**src/rtl/lsu_bridge_pkg.sv**
```systemverilog
// Shared types for the LSU-to-Avalon bridge.
// txn_kind_e     : kind of an accepted transaction held in the in-order tracker.
// AVM_RESP_OKAY  : Avalon response code for a successful transfer.
package lsu_bridge_pkg;

  typedef enum logic {
    TXN_READ  = 1'b0,
    TXN_WRITE = 1'b1
  } txn_kind_e;

  localparam logic [1:0] AVM_RESP_OKAY = 2'b00;

endpackage

```
**src/rtl/lsu_txn_fifo.sv**
```systemverilog
// In-order tracker of accepted Avalon transactions (one kind bit per entry).
// Ports:
//   clk, rst   : clock, synchronous active-high reset (clears the tracker)
//   push       : enqueue push_kind at the tail
//   push_kind  : kind of the transaction being enqueued
//   pop        : dequeue the head entry
//   head       : kind of the oldest outstanding transaction
//   count      : number of outstanding entries
//   full/empty : occupancy flags
//   has_write  : at least one WRITE entry is outstanding
module lsu_txn_fifo
  import lsu_bridge_pkg::*;
#(
  parameter int DEPTH = 4
) (
  input  logic                       clk,
  input  logic                       rst,
  input  logic                       push,
  input  txn_kind_e                  push_kind,
  input  logic                       pop,
  output txn_kind_e                  head,
  output logic [$clog2(DEPTH+1)-1:0] count,
  output logic                       full,
  output logic                       empty,
  output logic                       has_write
);

  localparam int CNT_W = $clog2(DEPTH + 1);
  localparam int PTR_W = (DEPTH > 1) ? $clog2(DEPTH) : 1;

  txn_kind_e        mem [DEPTH];
  logic [PTR_W-1:0] wr_ptr;
  logic [PTR_W-1:0] rd_ptr;
  logic [CNT_W-1:0] wr_count;

  // Depth need not be a power of two, so wrap explicitly.
  function automatic logic [PTR_W-1:0] next_ptr(input logic [PTR_W-1:0] ptr);
    if (ptr == PTR_W'(DEPTH - 1)) begin
      return '0;
    end
    return ptr + PTR_W'(1);
  endfunction

  logic push_wr;
  logic pop_wr;

  assign push_wr   = push && (push_kind == TXN_WRITE);
  assign pop_wr    = pop && (head == TXN_WRITE);
  assign head      = mem[rd_ptr];
  assign full      = (count == CNT_W'(DEPTH));
  assign empty     = (count == '0);
  assign has_write = (wr_count != '0);

  always_ff @(posedge clk) begin
    if (push) begin
      mem[wr_ptr] <= push_kind;
    end
  end

  always_ff @(posedge clk) begin
    if (rst) begin
      wr_ptr   <= '0;
      rd_ptr   <= '0;
      count    <= '0;
      wr_count <= '0;
    end else begin
      if (push) begin
        wr_ptr <= next_ptr(wr_ptr);
      end
      if (pop) begin
        rd_ptr <= next_ptr(rd_ptr);
      end
      case ({push, pop})
        2'b10:   count <= count + CNT_W'(1);
        2'b01:   count <= count - CNT_W'(1);
        default: count <= count;
      endcase
      case ({push_wr, pop_wr})
        2'b10:   wr_count <= wr_count + CNT_W'(1);
        2'b01:   wr_count <= wr_count - CNT_W'(1);
        default: wr_count <= wr_count;
      endcase
    end
  end

endmodule

```
**src/rtl/lsu_avalon_bridge.sv**
```systemverilog
// Core LSU port to pipelined Avalon-MM master bridge.
// The command path is combinational; accepted transactions are tracked in
// order, read data/response and a synthesised write-completion strobe are
// returned through one registered stage.
// Ports:
//   clk, rst                          : clock, synchronous active-high reset
//   lsu_read/lsu_write/lsu_addr/
//   lsu_be/lsu_wdata                  : core request (held while lsu_busy)
//   lsu_busy                          : request not accepted this cycle
//   lsu_rvalid/lsu_rdata/lsu_resp     : registered read return
//   lsu_wrespvalid                    : registered write completion
//   avm_*                             : Avalon-MM master (no writeresponsevalid)
//   proto_err                         : sticky, readdatavalid with no read at head
module lsu_avalon_bridge
  import lsu_bridge_pkg::*;
#(
  parameter int MAX_OUTSTANDING = 4,
  parameter int ADDR_WIDTH      = 32
) (
  input  logic                  clk,
  input  logic                  rst,
  input  logic                  lsu_read,
  input  logic                  lsu_write,
  input  logic [ADDR_WIDTH-1:0] lsu_addr,
  input  logic [3:0]            lsu_be,
  input  logic [31:0]           lsu_wdata,
  output logic                  lsu_busy,
  output logic                  lsu_rvalid,
  output logic [31:0]           lsu_rdata,
  output logic [1:0]            lsu_resp,
  output logic                  lsu_wrespvalid,
  output logic [ADDR_WIDTH-1:0] avm_address,
  output logic                  avm_read,
  output logic                  avm_write,
  output logic [3:0]            avm_byteenable,
  output logic [31:0]           avm_writedata,
  input  logic                  avm_waitrequest,
  input  logic                  avm_readdatavalid,
  input  logic [31:0]           avm_readdata,
  input  logic [1:0]            avm_response,
  output logic                  proto_err
);

  localparam int CNT_W = $clog2(MAX_OUTSTANDING + 1);

  txn_kind_e        fifo_head;
  logic [CNT_W-1:0] fifo_count;
  logic             fifo_full;
  logic             fifo_empty;
  logic             fifo_has_write;
  txn_kind_e        push_kind;
  logic             accept;
  logic             pop_read;
  logic             pop_write;
  logic             stray_rdv;

  logic             rd_vld_p1;
  logic             wr_vld_p1;
  logic [31:0]      rdata_p1;
  logic [1:0]       resp_p1;
  logic             proto_err_q;

  lsu_txn_fifo #(
    .DEPTH (MAX_OUTSTANDING)
  ) u_txn_fifo (
    .clk       (clk),
    .rst       (rst),
    .push      (accept),
    .push_kind (push_kind),
    .pop       (pop_read | pop_write),
    .head      (fifo_head),
    .count     (fifo_count),
    .full      (fifo_full),
    .empty     (fifo_empty),
    .has_write (fifo_has_write)
  );

  // full is defined on the occupancy count; keep the tracker's flag honest.
  assert property (@(posedge clk) disable iff (rst)
    fifo_full == (fifo_count == CNT_W'(MAX_OUTSTANDING)));

  assign avm_address    = lsu_addr;
  assign avm_byteenable = lsu_be;
  assign avm_writedata  = lsu_wdata;

  // Reads wait behind any outstanding write so that readdatavalid can never
  // arrive while a write sits at the head of the tracker.
  assign avm_read  = lsu_read & ~fifo_full & ~fifo_has_write;
  assign avm_write = lsu_write & ~fifo_full;
  assign accept    = (avm_read | avm_write) & ~avm_waitrequest;
  assign lsu_busy  = (lsu_read | lsu_write) & ~accept;
  assign push_kind = avm_write ? TXN_WRITE : TXN_READ;

  // The slave gives no write response, so a write at the head retires at once.
  assign pop_write = ~fifo_empty & (fifo_head == TXN_WRITE);
  assign pop_read  = ~fifo_empty & (fifo_head == TXN_READ) & avm_readdatavalid;
  assign stray_rdv = avm_readdatavalid & (fifo_empty | (fifo_head == TXN_WRITE));

  // ---- stage p1: registered response to the core ----
  always_ff @(posedge clk) begin
    if (rst) begin
      rd_vld_p1   <= 1'b0;
      wr_vld_p1   <= 1'b0;
      rdata_p1    <= '0;
      resp_p1     <= AVM_RESP_OKAY;
      proto_err_q <= 1'b0;
    end else begin
      rd_vld_p1 <= pop_read;
      wr_vld_p1 <= pop_write;
      if (pop_read) begin
        rdata_p1 <= avm_readdata;
        resp_p1  <= avm_response;
      end else if (pop_write) begin
        resp_p1 <= AVM_RESP_OKAY;
      end
      if (stray_rdv) begin
        proto_err_q <= 1'b1;
      end
    end
  end

  assign lsu_rvalid     = rd_vld_p1;
  assign lsu_wrespvalid = wr_vld_p1;
  assign lsu_rdata      = rdata_p1;
  assign lsu_resp       = resp_p1;
  assign proto_err      = proto_err_q;

endmodule

```
**config.mk**
```make
export PLATFORM = sky130hd
export DESIGN_NAME = lsu_avalon_bridge
export DESIGN_NICKNAME = d
export VERILOG_FILES = /design/src/rtl/lsu_bridge_pkg.sv /design/src/rtl/lsu_txn_fifo.sv /design/src/rtl/lsu_avalon_bridge.sv
export SDC_FILE = /design/constraint.sdc
export NUM_CORES = 1
export LEC_CHECK = 0
export BUFFER_PORTS_ARGS = -buffer_cell sky130_fd_sc_hd__buf_4
export CORE_UTILIZATION = 35
export DETAILED_ROUTE_END_ITERATION = 10
export PLACE_DENSITY = 0.8
export RECOVER_POWER = 50
export SLEW_MARGIN = 15
export SYNTH_ARGS = -nofsm -noshare
export SYNTH_HDL_FRONTEND = slang
export SYNTH_SLANG_ARGS = --single-unit
```
**constraint.sdc**
```tcl
create_clock -name clk -period 5.95 [get_ports clk]
set_input_delay 0.8925 -clock clk [delete_from_list [all_inputs] [get_ports clk]]
set_output_delay 0.8925 -clock clk [all_outputs]
set_load 0.05 [all_outputs]
```
## Word-level counts from Yosys, hierarchy flattened

Memory sizes are Yosys's and may differ from the RTL's. A register that Yosys moved wholly into a read port is not among the register bits.
Cells that the tools add are included.

| word-level totals | value |
|---|---|
| output and inout port bits | 108 |
| bits in read-only memories | 0 |
| word-level logic and storage cells | 68 |
| register bits after elaboration | 47 |
| input bits | 108 |
| RAM bits | 4 |
| bits in latches | 0 |
| memories kept | 1 |

Memory list:

| memory | depth | bits a word | read ports | clocked after Yosys merged registers in | write ports | RTL line | text |
|---|---|---|---|---|---|---|---|
| u_txn_fifo.mem | 4 | 1 | 1 | 1 | 1 | lsu_txn_fifo.sv:31 | `txn_kind_e mem [DEPTH];` |

| operators by class | value |
|---|---|
| add/sub/neg operators | 6 |
| $mul | 0 |
| eq/ne operators | 7 |
| reduce and logical (&&, ||, !) cells | 7 |
| shifts and indexed selects | 0 |
| bitwise logic cells | 19 |
| div/mod/pow operators | 0 |
| magnitude comparators | 0 |
| mux-type cells | 19 |

Operators with widths:

| operator | count |
|---|---|
| $mux 2 | 8 |
| $pmux 3 s2 | 2 |
| $and 1x1->1 | 9 |
| $mux 1 | 9 |
| $eq 2x2->1 const B | 4 |
| $add 3x1->3 const B | 2 |
| $not 1->1 | 6 |
| $reduce_bool 2->1 | 3 |
| $sub 3x1->3 const B | 2 |
| $add 2x1->2 const B | 2 |
| $eq 2x1->1 const B | 2 |
| $or 1x1->1 | 4 |
| $eq 3x3->1 const B | 1 |
| $logic_not 3->1 | 1 |
| $reduce_bool 3->1 | 1 |
| $logic_and 1x1->1 | 2 |

## Longest topological paths before layout

Gate-level depths: netlist of run 1.

| depth | value |
|---|---|
| word-level depth | 10 |
| gate-level depth with buffers | 9 |
| depth with buffers taken out | 9 |

## Modules after synthesis

Synthesis of run 1 repeated with hierarchy kept, for this count alone.

| second synthesis, totals | value |
|---|---|
| cells, all modules | 304 |
| area total of the unflattened synthesis | 2966.6 um2 |

By module, submodules not included:

| module | sequential area each (um2) | area an instance (um2) | cells each | times used |
|---|---|---|---|---|
| lsu_avalon_bridge | 740.7 | 2214.6 | 235 | 1 |
| lsu_txn_fifo | 360.3 | 752.0 | 69 | 1 |

## Worst setup path before layout of run 1

OpenSTA, ideal clock, no wires.

| timing path | value |
|---|---|
| path type | input to output |
| from | input port lsu_read |
| to | output port lsu_busy |
| cell stages on the path | 3 |
| data arrival time | 1946 ps |
| path slack | 3111 ps |
| data required time | 5058 ps |
| path through | nor4b_1 o211a_1 nor2_1 |

| on the way | value |
|---|---|
| word-level cells in the longest chain between the ends | 6 |

RTL lines:

| element | RTL line | text |
|---|---|---|
| start: declaration | lsu_avalon_bridge.sv:22 | `input logic lsu_read,` |
| $and 1x1->1 (2 in series) | lsu_avalon_bridge.sv:88 | `assign avm_read = lsu_read & ~fifo_full & ~fifo_has_write;` |
| $or 1x1->1 | lsu_avalon_bridge.sv:90 | `assign accept = (avm_read \| avm_write) & ~avm_waitrequest;` |
| $and 1x1->1 | lsu_avalon_bridge.sv:90 |  |
| $not 1->1 | lsu_avalon_bridge.sv:91 | `assign lsu_busy = (lsu_read \| lsu_write) & ~accept;` |
| $and 1x1->1 * | lsu_avalon_bridge.sv:91 |  |
| end: declaration | lsu_avalon_bridge.sv:27 | `output logic lsu_busy,` |

Mark *: on every way between the ends. The rest lies on a longest branch, timed or not.

## Final worst setup path of run 1

Ends and elaborated chain as after synthesis.

==> impl_metrics.csv, run 1 <==
group,metric,value,unit
sta,maxSlewHeadroom,24.3,%
yosys,synth_flop_cell,"dfxtp_1",
yosys,synth_top_cell_by_area,"dfxtp_1",
drt,drt_iter0_drc,51,
sta,fin_worst_skew,0.00816,ns
sta,max_slew.worst_pin.slew,1.14,ns
layout,area_growth,6.11,%
yosys,netlist_area,2620,um^2
yosys,synth_area_leaders,"dfxtp_1, buf_4, nand2_1, a21oi_1, edfxtp_1",
worst_hold_path,holdCritPathClass,"reg2reg",
drt,ant_nets,0,
critical_path,cp_top_family,"simple AND/OR/NAND/NOR gates",
critical_path,rr_worst_depth,9,
sta,finalHoldViolations,0,
yosys,synth_nets,423,
worst_hold_path,worstHoldEndpoint,"proto_err",
placed_design,portBuffers,79,
floorplan,rows,31,
critical_path,rrSetupSlack,3.41,ns
grt,grt_max_degree,48,
layout,final_util,38.3,%
clocking,cts-root-buf,"clkbuf_8",
clocking,clockBufferDepth,2,
grt,grt_usage,12.3,%
critical_path,crit_slowest_cell,"nor4b_1",
layout,final_layout_size_suffix_gt1_share,22.3,%
clocking,cts_tree,"done",
critical_path,path_cells,"clkbuf_4 -> nor4b_1 -> o211a_1 -> nor2_1 -> buf_4",
grt,grt_pass1_wl,7.36,mm
drt,first_pass_iters,4,
clocking,cts_hold_buffers,0,
drt,wire_per_inst,12.3,um
worst_hold_path,whs_path_depth,2,
floorplan,die_w,88.5,um
sta,min_period,2.72,ns
yosys,syn_avg_cell_area,8.56,um^2
yosys,yosys-top-cells-count,"buf_4, nand2_1, dfxtp_1, a21oi_1, inv_1",
critical_path,reg2reg_from,"u_txn_fifo.count[2]",
yosys,yosys_register_bits,53,
floorplan,start_util,36.1,%
grt,grt_pass1_vias,1638,
grt,overflow,0,
yosys,yosysSeqAreaShare,42.0,%
power,p_total,0.00121,W
drt,via_count,1849,
floorplan,io-pin-count,216,
sta,fmax,0.368,GHz
critical_path,startpoint_type,"input port",
critical_path,crit_type,"in2out",
clocking,cts_max_level,2,
floorplan,chipHeight,88.5,um
clocking,insertion_delay,0.30,ns
sta,finalMaxSlewViolations,0,
clocking,cts_resized,0,
critical_path,slowest_delay,0.29,ns
critical_path,cp-end-kind,"output port",
power,power_density,437,nW/um^2
sta,whs,0.457,ns
yosys,synth_warnings,0,
floorplan,die_area,7840,um^2
clocking,clk_pin_slew,0.09,ns
placed_design,place_hpwl,3.82,mm
clocking,cts.sinks,53,
placed_design,gp_congestion,0.711,
floorplan,core,7250,um^2
sta,setup_viol,0,
critical_path,critPathMaxFanout,7,
drt,viasPerCell,4.48,
layout,nNetsFinal,430,
run,max-cap-violations,0,
drt,drcViolationCount,0,
sta,period_share,45.7,%
grt,grt_antenna_before_repair,0,
yosys,synth_top_area_share,37.4,%
yosys,synth_cell_type_count,28,
power,max-vdd-ir-drop,194,uV
critical_path,cp.required,5.06,ns
layout,diodes,0,
critical_path,crit_buf_inv,2,
critical_path,cp_data_arrival_time,1.83,ns
sta,final.setup.tns,0,ns
drt,drt-total-wl,5.09,mm
clocking,numCtsBuffers,5,
yosys,synth_edf_count,4,
worst_hold_path,hp-start,"proto_err",
yosys,syn-instance-count,306,
sta,rsz0062_at_grt,"no",
status,status,"completed",
yosys,async_flop_share,0,%
clocking,cts_setup_buffers,0,
critical_path,reg2reg_to,"u_txn_fifo.wr_count[2]",
power,leakage,1.12,nW
cell families (layout without fill, tap and decap cells):
logic type	Yosys count	count (layout)	synth area share, %
simple gates	98	98	16.3
buf+inv	93	101	24.8
compound gates	47	47	9.46
fa+ha+maj	9	9	4.87
mux	2	2	1.24
flops	53	53	42.0
xor+xnor	4	4	1.34
final cells by class:
cell class | count | area (um^2)
clock buffers | 6 | 82.6
clock inverters | 2 | 36.3
fillers | 776 | 4470
inverters | 13 | 48.8
multi-input cells | 160 | 870
flip-flops and latches | 53 | 1100
well taps | 99 | 124
repair buffers | 80 | 518
worst register-to-register path, delay by kind of cell (launching register included):
family,cells,cell delay [ns]
compound gates,1,0.14
buf+inv,1,0.07
flops,1,0.38
simple gates,4,1.17
fa+ha+maj,2,0.56
xor+xnor,1,0.16
power by group:
group	switching [W]	leakage (nW)	internal [W]
logic	0.000341	0.623	0.000157
clock network	0.000111	0.0617	0.000137
registers	0.0000398	0.435	0.000428
total	0.000492	1.12	0.000722
per-layer routing:
metal  wire (um)  vias up  GRT usage (%)
met5           0        -              0
met3         448       23           4.66
met1        2020      832           12.7
met2        2490       77           21.8
li1            -      917              -
met4         133        0           6.16
worst max path at each step:
stage	end	cells past startpoint	startpoint
after floorplan	lsu_busy	3	lsu_read
after global placement	u_txn_fifo.count[2]	10	lsu_read
after detailed placement	u_txn_fifo.count[2]	10	lsu_read
after CTS	lsu_busy	5	lsu_read
after global routing	lsu_busy	5	lsu_read
final	lsu_busy	5	lsu_read
metrics by stage:
stage	worst slack [ns]	instances	cell area (um^2)
6_report	3.23	413	2780
5_1_grt	3.07	413	2780
3_5_place_dp	3.10	405	2740
3_3_place_gp	3.18	405	2740
4_1_cts	3.24	413	2860
2_1_floorplan	3.11	306	2620
registers in the layout, summed over array words and instances, names as in the netlist, named ones only:
name	count
lsu_rdata	32
lsu_resp	2
lsu_rvalid	1
lsu_wrespvalid	1
proto_err	1
u_txn_fifo.count	3
u_txn_fifo.mem	4
u_txn_fifo.rd_ptr	2
u_txn_fifo.wr_count	3
u_txn_fifo.wr_ptr	2
placed cells by master (no fill, tap or decap), types with 2 or more instances in the layout:
cell / instances
fa_1: 2
inv_1: 13
a21oi_1: 40
nor2b_1: 2
nor2_1: 12
edfxtp_1: 4
ha_1: 7
xor2_1: 4
clkbuf_1: 22
or3_1: 5
o21ai_0: 3
and2_1: 5
nand2_1: 68
clkbuf_8: 6
buf_4: 57
dfxtp_1: 49
a22oi_1: 2
(Power assumes the default switching activity.)
==> run 2: changes to the inputs <==
--- a/config.mk
+++ b/config.mk
@@ -5,10 +5,11 @@
 export SDC_FILE = /design/constraint.sdc
 export NUM_CORES = 1
 export LEC_CHECK = 0
+export ABC_AREA = 1
 export BUFFER_PORTS_ARGS = -buffer_cell sky130_fd_sc_hd__buf_4
 export CORE_UTILIZATION = 35
 export DETAILED_ROUTE_END_ITERATION = 10
-export PLACE_DENSITY = 0.8
+export PLACE_DENSITY = 0.78
 export RECOVER_POWER = 50
 export SLEW_MARGIN = 15
 export SYNTH_ARGS = -nofsm -noshare
==> constraint.sdc (replaced) <==
create_clock -name clk -period 2.6 [get_ports clk]
set_input_delay 0.39 -clock clk [delete_from_list [all_inputs] [get_ports clk]]
set_output_delay 0.39 -clock clk [all_outputs]
set_load 0.05 [all_outputs]
==> run 2 against run 1 <==
First-iteration DRC count increased by 57%. Final cell count increased by 8.2%. Synthesized area increased by 7.5%. Global-route usage increased by 3.3 points. Total power increased to 2.7 times the previous value. Non-clock buffer count increased by 1. Synthesized cell count increased by 12%. Largest cell class unchanged.
==> impl_metrics.csv, run 2 <==
group,metric,value,unit
power,max-vdd-ir-drop,544,uV
layout,largest_reg_flops,32,
placed_design,place_hpwl,4.88,mm
critical_path,cp-end-kind,"flip-flop",
grt,grt_usage,15.6,%
layout,area_growth,6.13,%
worst_hold_path,holdCritPathClass,"in2reg",
drt,viasPerCell,4.82,
yosys,yosys-top-cells-count,"buf_4, nand2_1, dfxtp_1, a21oi_1, nand4_1",
critical_path,critPathMaxFanout,7,
floorplan,io-pin-count,216,
critical_path,crit_slowest_cell,"fa_1",
layout,diodes,0,
floorplan,chipHeight,91.7,um
yosys,synth_warnings,0,
drt,via_count,2156,
sta,rsz0062_at_grt,"no",
clocking,cts_hold_buffers,0,
placed_design,gp_congestion,0.789,
yosys,synth_cell_type_count,26,
clocking,cts_tree,"done",
layout,nNetsFinal,461,
yosys,synth_nets,459,
sta,final.setup.tns,0,ns
drt,first_pass_iters,4,
critical_path,startpoint_type,"flip-flop",
status,status,"completed",
clocking,cts_setup_buffers,0,
clocking,clockBufferDepth,2,
yosys,synth_flop_cell,"dfxtp_1",
critical_path,cp_data_arrival_time,2.44,ns
critical_path,reg2reg_to,"u_txn_fifo.count[2]",
drt,drcViolationCount,0,
layout,final_common_cell,"buf_4",
worst_hold_path,worstHoldEndpoint,"lsu_resp[0]",
placed_design,place_inst,439,
yosys,synth_edf_count,4,
yosys,synth_area_leaders,"dfxtp_1, buf_4, a21oi_1, nand4_1, nand2_1",
yosys,netlist_area,2820,um^2
drt,wire_per_inst,15.1,um
clocking,clk_pin_slew,0.10,ns
floorplan,rows,32,
sta,finalMaxSlewViolations,0,
yosys,syn_avg_cell_area,8.24,um^2
yosys,yosysSeqAreaShare,39.1,%
critical_path,rrSetupSlack,0.35,ns
clocking,cts_max_level,2,
yosys,async_flop_share,0,%
critical_path,rr_worst_depth,10,
clocking,insertion_delay,0.30,ns
critical_path,cp.required,2.79,ns
sta,fmax,0.444,GHz
clocking,cts-root-buf,"clkbuf_8",
floorplan,start_util,36.3,%
sta,maxSlewHeadroom,56.4,%
worst_hold_path,whs_path_depth,3,
grt,grt_pass1_vias,2089,
grt,overflow,0,
drt,ant_nets,0,
layout,layout_common_cells,"buf_4, nand2_1, dfxtp_1",
grt,grt_max_degree,38,
critical_path,slowest_delay,0.38,ns
yosys,syn-instance-count,342,
yosys,synth_top_area_share,34.8,%
grt,grt_pass1_wl,10.4,mm
drt,drt-total-wl,6.74,mm
power,power_density,1110,nW/um^2
critical_path,reg2reg_from,"u_txn_fifo.count[0]",
critical_path,path_cells,"nor3_2 -> nor2_1 -> o21ai_4 -> ha_1 -> inv_1 -> fa_1 -> a21oi_1 -> o21ai_0 -> o21ai_0 -> a21oi_1",
sta,period_share,86.6,%
clocking,numCtsBuffers,5,
worst_hold_path,hp-start,"avm_response[0]",
clocking,cts.sinks,53,
critical_path,crit_type,"reg2reg",
run,max-cap-violations,0,
floorplan,core,7770,um^2
floorplan,die_w,91.7,um
sta,finalHoldViolations,0,
sta,min_period,2.25,ns
drt,drt_iter0_drc,80,
placed_design,portBuffers,79,
sta,max_slew.worst_pin.slew,0.656,ns
sta,setup_viol,0,
grt,grt_antenna_before_repair,0,
clocking,cts_resized,0,
critical_path,cp_top_family,"compound AO/OA/AOI/OAI gates",
sta,fin_worst_skew,0.00996,ns
yosys,yosys_register_bits,53,
yosys,yosysMostFrequentCell,"buf_4",
layout,fin_cells,447,
critical_path,crit_buf_inv,1,
power,leakage,1.26,nW
layout,final_layout_size_suffix_gt1_share,27.5,%
yosys,synth_top_cell_by_area,"dfxtp_1",
floorplan,die_area,8410,um^2
==> run 2: cell types whose count changed after synthesis, sizes merged, moves of 2 or more <==
cell	delta
and2	-6
nor2b	-2
a21oi	+3
or3	-5
buf	+7
nand4	+33
o21ai	+6
a22oi	-2
inv	+11
nand3	+10
nand2	-15
nor2	+7
xor2	-4
==> run 2: through the flow <==
stage	instance area (um^2)	total power (W)	hold WS, ns	setup WS [ns]	util, %
5_1_grt	2990	0.00357	0.278	0.132	38.5
3_5_place_dp	2930	0.00288	0.456	0.397	37.7
6_report	2990	0.00331	0.282	0.349	38.5
3_3_place_gp	2930	0.00284	0.450	0.505	37.7
4_1_cts	3030	0.00338	0.278	0.391	39.0
2_1_floorplan	2820	0.00277	0.444	0.459	-
==> run 2: area by class of cell <==
type | count | area [um^2]
Clock inverter | 2 | 13.8
Tap cell | 102 | 128
Sequential cell | 53 | 1100
Clock buffer | 6 | 82.6
Inverter | 24 | 90.1
Fill cell | 811 | 4780
Timing Repair Buffer | 81 | 574
Multi-Input combinational cell | 179 | 1000
==> run 2: logic make-up after synthesis <==
group / count (synthesis) / share of synthesized area, %
compound gates: 53 / 9.91
buf+inv: 110 / 25.2
fa+ha+maj: 9 / 4.53
flops: 53 / 39.1
simple gates: 117 / 21.2
==> run 2: worst max-delay path by stage <==
stage                         from                      to  slack, ns  depth (start not counted)
2_1_floorplan  u_txn_fifo.count[0]  u_txn_fifo.wr_count[1]       0.46                          9
3_3_place_gp   u_txn_fifo.count[0]     u_txn_fifo.count[2]       0.50                         10
3_5_place_dp   u_txn_fifo.count[0]     u_txn_fifo.count[2]       0.40                         10
4_1_cts        u_txn_fifo.count[0]     u_txn_fifo.count[2]       0.39                         10
5_1_grt        u_txn_fifo.count[2]     u_txn_fifo.count[2]       0.13                         11
6_report       u_txn_fifo.count[0]     u_txn_fifo.count[2]       0.35                         10
==> run 2: where the power goes <==
group / switching (W) / leakage, nW / internal, W / total (W)
Combinational: 0.00122 / 0.771 / 0.000482 / 0.00170
Sequential: 0.000111 / 0.437 / 0.00101 / 0.00112
Clock: 0.000269 / 0.0512 / 0.000217 / 0.000486
Total: 0.00160 / 1.26 / 0.00171 / 0.00331
==> run 2: worst register-to-register path, stage by stage, from the launching register on <==
cell and delay [ns]:
dfxtp_1 0.35, nor3_2 0.24, nor2_1 0.17, o21ai_4 0.24
ha_1 0.17, inv_1 0.07, fa_1 0.38, a21oi_1 0.15
o21ai_0 0.13, o21ai_0 0.18, a21oi_1 0.06
==> run 2: metal layers <==
metal / up-vias / GRT usage (%) / share of wire [%]
met4: 0 / 5.73 / 2.2
met2: 90 / 27.4 / 51
li1: 1067 / - / -
met5: - / 0 / 0
met1: 979 / 17.1 / 38
met3: 20 / 5.80 / 9.1
==> run 3: changes to the inputs <==
==> constraint.sdc (replaced) <==
create_clock -name clk -period 2.7 [get_ports clk]
set_input_delay 0.405 -clock clk [delete_from_list [all_inputs] [get_ports clk]]
set_output_delay 0.405 -clock clk [all_outputs]
set_load 0.05 [all_outputs]
==> run 3 against run 2 <==
Die area unchanged. Critical path type unchanged. Setup slack gained 0.070 ns. Critical endpoint unchanged. Register-to-register slack improved by 0.07 ns. Cell area about the same. Hold slack gained 0.0022 ns. Sequential cell count unchanged. Largest power group unchanged. Sequential power shrank 4%. Final cell count unchanged. Global-route usage increased by 0.20 points.
==> impl_metrics.csv, run 3 (synthesis results as in run 2) <==
group,metric,value,unit
status,status,"completed",
floorplan,die_area,8410,um^2
clocking,cts_resized,0,
drt,viasPerCell,4.89,
clocking,cts.sinks,53,
worst_hold_path,worstHoldEndpoint,"lsu_resp[1]",
drt,via_count,2184,
drt,first_pass_iters,4,
layout,area_growth,6.22,%
placed_design,portBuffers,79,
sta,setup_viol,0,
clocking,insertion_delay,0.31,ns
layout,final_common_cell,"buf_4",
sta,whs,0.284,ns
power,max-vdd-ir-drop,646,uV
clocking,numCtsBuffers,5,
layout,final_layout_size_suffix_gt1_share,28.1,%
floorplan,io-pin-count,216,
drt,drt_iter0_drc,74,
layout,fillers,830,
power,power_density,1070,nW/um^2
critical_path,cp.required,2.90,ns
layout,largest_reg_flops,32,
drt,drcViolationCount,0,
critical_path,startpoint_type,"flip-flop",
sta,finalMaxSlewViolations,0,
sta,final.setup.tns,0,ns
sta,rsz0062_at_grt,"no",
critical_path,reg2reg_from,"u_txn_fifo.count[0]",
floorplan,start_util,36.3,%
sta,fmax,0.439,GHz
grt,grt_antenna_before_repair,0,
floorplan,die_w,91.7,um
grt,grt_pass1_wl,10.6,mm
grt,grt_pass1_vias,2157,
sta,maxSlewHeadroom,56.3,%
power,leakage,1.26,nW
layout,nNetsFinal,461,
clocking,clk_pin_slew,0.10,ns
critical_path,critPathMaxFanout,7,
drt,ant_nets,0,
grt,overflow,0,
critical_path,cp_data_arrival_time,2.48,ns
clocking,clockBufferDepth,2,
sta,finalWorstSetupSlack,0.419,ns
worst_hold_path,holdCritPathClass,"in2reg",
critical_path,cp-end-kind,"flip-flop",
layout,fin_cells,447,
sta,finalHoldViolations,0,
critical_path,rrSetupSlack,0.42,ns
grt,grt_usage,15.8,%
clocking,cts_setup_buffers,0,
layout,layout_common_cells,"buf_4, nand2_1, dfxtp_1",
grt,grt_max_degree,38,
clocking,cts_tree,"done",
clocking,cts_hold_buffers,0,
sta,period_share,84.5,%
clocking,cts-root-buf,"clkbuf_8",
clocking,cts_max_level,2,
sta,fin_worst_skew,0.0151,ns
floorplan,core,7770,um^2
critical_path,crit_type,"reg2reg",
sta,max_slew.worst_pin.slew,0.658,ns
critical_path,startpoint,"u_txn_fifo.count[0]",
layout,final_util,38.5,%
placed_design,place_hpwl,5.10,mm
critical_path,rr_worst_depth,10,
sta,min_period,2.28,ns
placed_design,gp_congestion,0.761,
drt,wire_per_inst,15.2,um
floorplan,chipHeight,91.7,um
floorplan,rows,32,
critical_path,reg2reg_to,"u_txn_fifo.count[2]",
layout,diodes,0,
placed_design,place_worst_setup_slack,0.526,ns
worst_hold_path,whs_path_depth,3,
placed_design,place_inst,439,
worst_hold_path,hp-start,"avm_response[1]",
run,max-cap-violations,0,
drt,drt-total-wl,6.78,mm
-- run 3: cell counts in the layout (fill, tap and decap cells not counted) --
Identical to the previous run, type by type.
-- run 3: worst max path at each step --
stage,to,cells past startpoint
after detailed placement,u_txn_fifo.count[2],10
final,u_txn_fifo.count[2],10
after global placement,u_txn_fifo.count[2],10
after floorplan,u_txn_fifo.wr_count[1],9
after CTS,u_txn_fifo.count[2],10
after global routing,u_txn_fifo.count[2],10
-- run 3: critical path, cell delays in order (launching register included) --
cell and delay, ns:
dfxtp_1 0.37, nor3_2 0.25, nor2_1 0.18, o21ai_4 0.24
ha_1 0.19, inv_1 0.08, fa_1 0.38, a21oi_1 0.15
o21ai_0 0.11, o21ai_0 0.17, a21oi_1 0.06
-- run 3: metrics by stage --
stage | total power, W | instance area, um^2
6_report | 0.00320 | 2990
5_1_grt | 0.00344 | 2990
4_1_cts | 0.00326 | 3030
3_5_place_dp | 0.00278 | 2930
3_3_place_gp | 0.00273 | 2930
2_1_floorplan | 0.00267 | 2820
-- run 3: area by class of cell --
| cell class | instances | area (um^2) | area share (%) |
|---|---|---|---|
| Inverter | 24 | 90.1 | 3.01 |
| Timing Repair Buffer | 81 | 574 | 19.2 |
| Clock inverter | 2 | 13.8 | 0.460 |
| Multi-Input combinational cell | 179 | 1000 | 33.5 |
| Tap cell | 102 | 128 | 4.27 |
| Sequential cell | 53 | 1100 | 36.8 |
| Clock buffer | 6 | 82.6 | 2.76 |
-- run 3: power breakdown --
group | switching (W) | internal, W | leakage [nW]
registers | 0.000108 | 0.000975 | 0.437
clock network | 0.000265 | 0.000209 | 0.0512
logic | 0.00117 | 0.000465 | 0.771
-- run 3: routing by layer --
metal,part of all wire [%],track usage [%],wire [um],vias to the layer above
met5,0,0,0,-
met4,2.1,5.08,140,0
met3,8.5,5.56,576,20
met2,52,28.9,3540,92
met1,37,16.8,2520,1009
li1,-,-,-,1063
